[config.mk]
export PLATFORM = sky130hd
export DESIGN_NAME = inst_axi_rd_bridge
export DESIGN_NICKNAME = d
export VERILOG_FILES = /design/src/rtl/inst_axi_rd_bridge_pkg.sv /design/src/rtl/inst_axi_rd_bridge.sv
export SDC_FILE = /design/constraint.sdc
export NUM_CORES = 1
export LEC_CHECK = 0
export BUFFER_PORTS_ARGS = -buffer_cell sky130_fd_sc_hd__buf_2
export CORE_UTILIZATION = 37
export CTS_BUF_LIST = sky130_fd_sc_hd__clkbuf_8
export CTS_CLUSTER_SIZE = 30
export DETAILED_ROUTE_END_ITERATION = 16
export GPL_TIMING_DRIVEN = 0
export HOLD_SLACK_MARGIN = 0.05
export PLACE_DENSITY = 0.79
export SKIP_LAST_GASP = 1
export SYNTH_ARGS = -nofsm -noshare
export SYNTH_HDL_FRONTEND = slang
export SYNTH_SLANG_ARGS = --single-unit
[constraint.sdc]
create_clock -name clk -period 1.7 [get_ports clk]
set_input_delay 0.17 -clock clk [delete_from_list [all_inputs] [get_ports clk]]
set_output_delay 0.17 -clock clk [all_outputs]
set_load 0.02 [all_outputs]
[src/rtl/inst_axi_rd_bridge_pkg.sv]
// Shared types and fixed AXI3 encodings for the instruction read bridge.
package inst_axi_rd_bridge_pkg;

    typedef enum logic {
        AR_IDLE = 1'b0,
        AR_BUSY = 1'b1
    } ar_state_e;

    localparam logic [7:0] AXI_LEN_1      = 8'h00;
    localparam logic [1:0] AXI_BURST_INCR = 2'b01;
    localparam logic [1:0] AXI_LOCK_NORM  = 2'b00;
    localparam logic [3:0] AXI_CACHE_NONE = 4'h0;
    localparam logic [2:0] AXI_PROT_NONE  = 3'h0;

    // Simultaneous accept and return leave the count unchanged.
    function automatic logic [1:0] cnt_update(
        input logic [1:0] cnt,
        input logic       inc,
        input logic       dec
    );
        logic [1:0] nxt;
        nxt = cnt;
        unique case ({inc, dec})
            2'b10:   nxt = cnt + 2'd1;
            2'b01:   nxt = cnt - 2'd1;
            default: nxt = cnt;
        endcase
        return nxt;
    endfunction

endpackage

[src/rtl/inst_axi_rd_bridge.sv]
// IF-stage SRAM-like instruction port to single-beat AXI3 read master.
// AR payload is latched on accept so IF may retarget while req is held.
module inst_axi_rd_bridge
    import inst_axi_rd_bridge_pkg::*;
#(
    parameter int unsigned OUTSTANDING = 2,
    parameter logic [3:0]  ARID_VAL    = 4'h0
) (
    input  logic        clk,
    input  logic        reset,
    input  logic        inst_sram_req,
    input  logic        inst_sram_wr,
    input  logic [1:0]  inst_sram_size,
    input  logic [31:0] inst_sram_addr,
    input  logic [3:0]  inst_sram_wstrb,
    input  logic [31:0] inst_sram_wdata,
    output logic        inst_sram_addr_ok,
    output logic        inst_sram_data_ok,
    output logic [31:0] inst_sram_rdata,
    output logic [3:0]  arid,
    output logic [31:0] araddr,
    output logic [7:0]  arlen,
    output logic [2:0]  arsize,
    output logic [1:0]  arburst,
    output logic [1:0]  arlock,
    output logic [3:0]  arcache,
    output logic [2:0]  arprot,
    output logic        arvalid,
    input  logic        arready,
    input  logic [3:0]  rid,
    input  logic [31:0] rdata,
    input  logic [1:0]  rresp,
    input  logic        rlast,
    input  logic        rvalid,
    output logic        rready
);

    localparam logic [1:0] MAX_CNT = 2'(OUTSTANDING);

    ar_state_e   state_q, state_d;
    logic [31:0] araddr_q, araddr_d;
    logic [2:0]  arsize_q, arsize_d;
    logic [1:0]  cnt_q, cnt_d;
    logic        data_ok_q, data_ok_d;
    logic [31:0] rdata_q, rdata_d;
    logic        accept;
    logic        r_hs;

    // Write channel, response and ID are intentionally unused.
    logic unused_inputs;
    assign unused_inputs = ^{inst_sram_wr, inst_sram_wstrb,
                             inst_sram_wdata, rid, rresp};

    always_comb begin
        state_d = state_q;
        accept  = 1'b0;
        arvalid = 1'b0;
        unique case (state_q)
            AR_IDLE: begin
                accept = inst_sram_req && (cnt_q < MAX_CNT) && !reset;
                if (accept) state_d = AR_BUSY;
            end
            AR_BUSY: begin
                arvalid = 1'b1;
                if (arready) state_d = AR_IDLE;
            end
            default: state_d = AR_IDLE;
        endcase
    end

    assign rready = (cnt_q != 2'd0);
    assign r_hs   = rvalid && rready && rlast;

    always_comb begin
        araddr_d  = araddr_q;
        arsize_d  = arsize_q;
        if (accept) begin
            araddr_d = inst_sram_addr;
            arsize_d = {1'b0, inst_sram_size};
        end
        cnt_d     = cnt_update(cnt_q, accept, r_hs);
        data_ok_d = r_hs;
        rdata_d   = r_hs ? rdata : rdata_q;
    end

    always_ff @(posedge clk) begin
        if (reset) begin
            state_q   <= AR_IDLE;
            araddr_q  <= 32'h0;
            arsize_q  <= 3'h0;
            cnt_q     <= 2'd0;
            data_ok_q <= 1'b0;
            rdata_q   <= 32'h0;
        end else begin
            state_q   <= state_d;
            araddr_q  <= araddr_d;
            arsize_q  <= arsize_d;
            cnt_q     <= cnt_d;
            data_ok_q <= data_ok_d;
            rdata_q   <= rdata_d;
        end
    end

    assign inst_sram_addr_ok = accept;
    assign inst_sram_data_ok = data_ok_q;
    assign inst_sram_rdata   = rdata_q;

    assign arid    = ARID_VAL;
    assign araddr  = araddr_q;
    assign arlen   = AXI_LEN_1;
    assign arsize  = arsize_q;
    assign arburst = AXI_BURST_INCR;
    assign arlock  = AXI_LOCK_NORM;
    assign arcache = AXI_CACHE_NONE;
    assign arprot  = AXI_PROT_NONE;

endmodule

==> results of run 1 <==
[worst register-to-register path, cell delays in order (launching register included)]
cell	delay, ps
dfxtp_2	340
nor4b_4	310
buf_6	180
inv_4	50
ha_4	150
xnor2_1	120
or3_1	310
a21oi_1	110
[stage by stage]
stage               instances  area, sq um
finish                    650         4330
global placement          589         3640
floorplan                 353         2820
detailed placement        589         3640
CTS                       637         4210
global route              650         4330
[metal layers]
metal	part of all wire	vias to the layer above	track usage
li1	-	1436	-
met1	0.41	1259	0.208
met2	0.51	123	0.352
met3	0.068	8	0.0660
met4	0.014	0	0.0671
met5	0	-	0
[cell type report]
type / instances / share of cell area
Tap cell: 96 / 0.0277
Buffer: 44 / 0.0638
Sequential cell: 70 / 0.324
Inverter: 2 / 0.00231
Clock inverter: 6 / 0.0254
Clock buffer: 10 / 0.0318
Timing Repair Buffer: 186 / 0.264
Multi-Input combinational cell: 236 / 0.261
[what timing repair did]
item                       4_1_cts  5_1_grt
hold endpoints to repair        30       10
cloned                           0        0
gates resized for setup          1        0
setup buffers                    2        4
pin swaps                        2        0
hold buffers                    30       10
setup endpoints to repair        2        1
[flip-flops by register name, indices dropped and copies added (netlist names)]
name	flops
inst_sram_rdata	32
state_q	1
araddr	32
cnt_q	2
arsize	2
inst_sram_data_ok	1
[report_power, final]
group | internal (mW) | total (mW) | switching (mW)
Combinational | 0.344 | 0.785 | 0.442
Clock | 1.01 | 1.63 | 0.615
Sequential | 1.75 | 1.82 | 0.0652
Total | 3.11 | 4.23 | 1.12
[cell families (layout without fill, tap and decap cells)]
kind of cell	Yosys count	in the layout	share of synthesized area
other	2	24	0.00277
adder cells (fa/ha/maj)	1	1	0.00462
XOR/XNOR	2	2	0.00646
flip-flops	70	70	0.517
buffers and inverters	47	248	0.104
AO/OA/AOI/OAI	69	69	0.130
AND/OR/NAND/NOR	140	140	0.235
[cells in the final DEF, fill, tap and decap left out, types with 2 or more instances in the layout]
cell type      Yosys  final
bufinv_16          0      3
dfxtp_1           70     68
o21ai_1            5      5
o21ai_0           30     30
nand2b_1          34     34
nand2_1          100    100
buf_2             12    150
a21oi_1           33     33
conb_1             2     24
dlygate4sd3_1      0     40
clkbuf_1           7      7
dfxtp_2            0      2
nor2_1             3      3
clkbuf_8           0     10
buf_4             24     30
[final timing paths]
| path | startpoint | end |
|---|---|---|
| worst max-delay path | state_q$_SDFF_PP0_ | cnt_q[1]$_SDFFE_PP0P_ |
| worst min-delay path | inst_sram_addr[24] | araddr[24]$_SDFFE_PP0P_ |
| worst max register to register | state_q$_SDFF_PP0_ | cnt_q[1]$_SDFFE_PP0P_ |
| worst min register to register | inst_sram_rdata[8]$_SDFFE_PP0P_ | inst_sram_rdata[8]$_SDFFE_PP0P_ |
==> summary.md, run 1 <==
| Metric | Value |
|---|---|
| Outcome | finished clean |
| Die Y | slightly below 90 um |
| Critical path depth in cells | 7 |
| Crit path capture type | flop |
| Fin util | 0.624 |
| Clock root buffer | clkbuf_8 |
| TritonCTS Buffers | 9 |
| Via density | 4.35 |
| Cell count after synthesis | 331 |
| Std cell rows | 30 |
| Flops & latches, synth | 70 |
| Tmin final | 1640 ps |
| Remaining DRCs | 0 |
| Synth top area cells | dfxtp_1 (52%), nand2_1 (14%), nand2b_1 (7.8%) |
| Clk Latency, worst-skew pair | 330 ps |
| Share of cells above drive strength 1 | 0.370 |
| Max Cap Viol | 0 |
| Final setup fails | 0 |
| CTS max path bufs | 2 |
| Routed len/inst | 11.8 um |
| Worst hold slack | 57.8 ps |
| Initial Util | 0.390 |
| Avg Cell Area, Syn | 8.19 sq um |
| Fill cells | 589 |
| Reg area | 1400 sq um |
| Period Utilization, post-route | 0.962 |
| RSZ-0062 raised after global routing | true |
| Synthesized area | about 2700 sq um |
| Synthesis-to-layout area growth | 59.9% |
| Final hold vios | 0 |
| Via count | 2,826 |
| CP arrival | around 1900 ps |
| Asr flop ratio synth | 0 |
| Wire length of the first global-routing pass | 11,500 um |
| CP Max Fanout | 7 |
| GRT Overall Usage | 0.193 |
| Peak supply drop | between 0.5 and 0.6 mV |
| CTS tree | yes |
| Multi-input gate area | 1130 sq um |
| Number of DRC markers in iteration 0 | 101 |
| H-tree Lvls | 3 |
| Crit path kind | flop to flop |
| Hold Path Cell Cnt | 3 |
| DP HPWL | 5000 um |
| Lkg Pwr | 2.07 nW |
| Setup_tns | 0 ps |
| Die area | 7670 sq um |
| Max stage delay on crit path | 340 ps |
| RePlAce Congestion | 0.769 |
| Vias in the first global route | roughly 2,600 |
| Setup WS pre-CTS | -134 ps |
| Core area | ~6900 sq um |
| Initial antenna violation count | 0 |
| Top FF cell, synth | dfxtp_1 |
| Top-area cell type share of the netlist area | 0.517 |
| Area leader, netlist | dfxtp_1 |
| Worst hold path class | input port to flop |
| Max Freq | 611 MHz |
| Ys Warns | 0 |
| Number of buffers added on ports | 140 |
| Final antenna-violating net count | 0 |
| Setup crit start kind | flop |
| Worst path buffer plus inverter count | 2 |
| Ports | 209 |
| Post-synth cell types | 21 |
| Clock skew | 6.45 ps |
| Clock-pin slew on the worst setup and hold paths | 70 ps |
| Family with the most delay on the worst path | simple AND/OR/NAND/NOR gates |
| R2r worst-path depth | 7 |
| Fin. max-slew vios | 0 |
| Routed WL | 7670 um |
| Final WS setup | about 64 ps |
| Die X | slightly below 90 um |
| Sink Count | 70 |
| Congestion Overflow GR | 0 |
| Req. time, crit path | around 2000 ps |
| Pwr Total | 4.23 mW |
| Critical-path top delay cell | dfxtp_2 |
| PwrDens | 976 nW/um^2 |
| Largest net degree at the start of global routing | 13 |
| Critical path cell sequence | nor4b_4 -> buf_6 -> inv_4 -> ha_4 -> xnor2_1 -> or3_1 -> a21oi_1 |
| Post-synth EDFFs | 0 |
| Post-synth top cells | nand2_1 (100), dfxtp_1 (70), nand2b_1 (34) |
| Nets@finish | approximately 670 |
| Seq/Total Area, Yosys | 0.517 |
| N_diodes | 0 |
| TritonRoute pass-1 iters | 6 |
| Most common cell in the synthesized netlist | nand2_1 |
| R2r setup slk | 60 ps |
Note: power is estimated with default switching activity, not from simulation.
==> inputs of run 2 (changes only) <==
--- a/config.mk
+++ b/config.mk
@@ -6,6 +6,7 @@
 export NUM_CORES = 1
 export LEC_CHECK = 0
 export BUFFER_PORTS_ARGS = -buffer_cell sky130_fd_sc_hd__buf_2
+export CORE_MARGIN = 2
 export CORE_UTILIZATION = 37
 export CTS_BUF_LIST = sky130_fd_sc_hd__clkbuf_8
 export CTS_CLUSTER_SIZE = 30
==> run 2 against run 1 <==
Critical path depth is the same. Hold slack improved by 6.2 ps. Global-route usage is 1.3 points lower. First-iteration DRC count fell by 4.0%. Sequential share of layout area increased by 1.5 points. Final cell count down 1.7%. Via count shrank 2.3%. Clock skew increased by 1.7 ps. Fmax grew 1.9%. Worst setup slack gained 31 ps.
==> summary.md, run 2 (same netlist as run 1, synthesis figures left out) <==
| Metric | Value |
|---|---|
| CP arrival | 1860 ps (-30 ps) |
| Max stage delay on crit path | 340 ps (about the same) |
| Crit Reg-Reg Endpoint | cnt_q[1]$_SDFFE_PP0P_ |
| Fin. max-slew vios | 0 (unchanged) |
| CTS tree | yes |
| Vias in the first global route | 2,608 (+0.89%) |
| Comb pwr share | 0.202 (+0.016) |
| Wire length of the first global-routing pass | 11,200 um (-3.4%) |
| Clk Latency, worst-skew pair | 330 ps (about the same) |
| Reg area | 1410 sq um (about the same) |
| Initial antenna violation count | 0 (unchanged) |
| Share of cells above drive strength 1 | 0.376 (+0.00589) |
| Clock skew | 8.14 ps (+1.69 ps) |
| Congestion Overflow GR | 0 (unchanged) |
| Tmin final | 1600 ps (-31.0 ps) |
| N_diodes | 0 (unchanged) |
| Remaining DRCs | 0 (unchanged) |
| Number of DRC markers in iteration 0 | 97 (-4.0%) |
| Number of buffers added on ports | 140 (unchanged) |
| Synthesis-to-layout area growth | 53.0% |
| Sink Count | 70 (unchanged) |
| Final setup fails | 0 (unchanged) |
| Via count | 2,761 (-2.3%) |
| Setup WS pre-CTS | -125 ps (+8.51 ps) |
| R2r setup slk | 100 ps (+30 ps) |
| Metal2 WL | 3630 um (-7.3%) |
| Family with the most delay on the worst path | simple AND/OR/NAND/NOR gates |
| Period Utilization, post-route | 0.944 (-0.0182) |
| CTS max path bufs | 2 (unchanged) |
| R2r worst-path depth | 7 (unchanged) |
| Critical-path top delay cell | dfxtp_2 |
| FF-to-FF Start | state_q$_SDFF_PP0_ |
| Final hold vios | 0 (unchanged) |
| Multi-input gate area | 1130 sq um (unchanged) |
| Routed WL | 7380 um (-3.7%) |
| Outcome | finished clean |
| Std cell rows | 31 (+3.3%) |
| DP HPWL | 5150 um (+3.1%) |
| Crit path capture type | flop |
| Most frequent cells in the layout | buf_2 (150), nand2_1 (100), dfxtp_1 (67) |
| Worst Setup EP | cnt_q[1]$_SDFFE_PP0P_ |
| Setup crit start kind | flop |
| Largest net degree at the start of global routing | 11 (-2) |
| DR top layer | met4 |
| H-tree Lvls | 3 (unchanged) |
| RePlAce Congestion | 0.697 (-9.3%) |
| Crit path kind | flop to flop |
| Clock-pin slew on the worst setup and hold paths | 70 ps (about the same) |
| Clock root buffer | clkbuf_8 |
| Final antenna-violating net count | 0 (unchanged) |
| Max Freq | 623 MHz (+1.9%) |
| PwrDens | 908 nW/um^2 (-7.0%) |
| Switching share of power | 0.282 (+0.0166) |
| Sw Pwr | 1.06 mW (-5.4%) |
| Met3 routed WL | 575 um (+11%) |
| Final WS setup | 95.4 ps (+31.0 ps) |
| Core area | 7180 sq um (+3.3%) |
| CP Max Fanout | 4 (-3) |
| Fill cells | 644 (+9.3%) |
| Peak supply drop | 0.458 mV (-14%) |
| Most common cell after layout, fill and taps aside | buf_2 |
| Die area | 8030 sq um (+4.6%) |
| Initial Util | 0.378 (-0.0126) |
| TritonCTS Buffers | 9 (unchanged) |
| Flop pwr share | 0.483 (+0.053) |
| Post-DP Area | 3640 sq um (+0.10%) |
| Worst path buffer plus inverter count | 2 (unchanged) |
| Die Y | 89.6 um (+2.3%) |
| Routed len/inst | 11.5 um (-2.1%) |
| Worst hold path class | input port to flop |
| Internal | 2.70 mW (-13%) |
| Die X | 89.6 um (+2.3%) |
| Max Cap Viol | 0 (unchanged) |
| Lkg Pwr | 1.99 nW (-3.8%) |
| Setup crit start | state_q$_SDFF_PP0_ |
| Nets@finish | 653 (-1.8%) |
| Clock power share | 0.315 (-0.070) |
| Fin util | 0.578 (-0.0461) |
| Critical path depth in cells | 7 (unchanged) |
| Via density | 4.32 (-0.62%) |
| GRT Overall Usage | 0.180 (-0.0133) |
| Req. time, crit path | 1960 ps (about the same) |
| TritonRoute pass-1 iters | 4 (-2) |
| Worst hold slack | 64.0 ps (+6.19 ps) |
| Critical path cell sequence | nor4b_4 -> buf_6 -> inv_4 -> ha_4 -> xnor2_1 -> or3_1 -> a21oi_1 |
| Met1 WL | 3050 um (-2.5%) |
| Fin area | 4150 sq um (-4.3%) |
| RSZ-0062 raised after global routing | false |
| Ports | 209 (unchanged) |
run 2: worst min-delay path, cell delays in order:
cell     delay (ps)
buf_2            80
nand2_1          40
o21ai_1          70
run 2: worst min path at each step:
stage	to	slack, ps	startpoint	depth (start not counted)
detailed placement	araddr[11]$_SDFFE_PP0P_	370	inst_sram_addr[11]	3
finish	araddr[8]$_SDFFE_PP0P_	60	inst_sram_addr[8]	3
global route	araddr[8]$_SDFFE_PP0P_	50	inst_sram_addr[8]	3
global placement	araddr[16]$_SDFFE_PP0P_	370	inst_sram_addr[16]	3
floorplan	araddr[10]$_SDFFE_PP0P_	280	inst_sram_addr[10]	2
CTS	araddr[10]$_SDFFE_PP0P_	50	inst_sram_addr[10]	3
run 2: layer usage:
layer	global-route usage	vias up
met3	0.0567	13
met5	0	-
met2	0.329	117
met1	0.189	1221
li1	-	1410
met4	0.0760	0
run 2: power by group through the flow:
stage	clock network (mW)	registers [mW]	logic (mW)
final	1.19	1.82	0.759
after global placement	0	1.85	0.676
after CTS	1.22	1.82	0.748
after detailed placement	0	1.85	0.687
after global routing	1.30	1.83	0.837
after floorplan	0	1.98	0.310
run 2: repair_timing:
item,4_1_cts,5_1_grt
setup endpoints to repair,2,1
resized for setup,2,0
buffers inserted,2,3
hold buffers,29,0
pin swaps,2,0
cloned,0,0
hold endpoints to repair,29,0
run 2: area by class of cell:
type	instances	area share
plain buffers	44	0.0667
inverters	2	0.00241
clock buffers	12	0.0398
clock inverters	2	0.00211
well taps	99	0.0299
repair buffers	174	0.248
flip-flops and latches	70	0.339
multi-input cells	236	0.272
run 2: per-stage QoR:
step	setup TNS [ps]	total power, mW	std cells
3_3_place_gp	-102	2.52	592
2_1_floorplan	-2.14	2.29	353
3_5_place_dp	-125	2.54	592
5_1_grt	0	3.97	639
4_1_cts	0	3.79	637
6_report	0	3.77	639
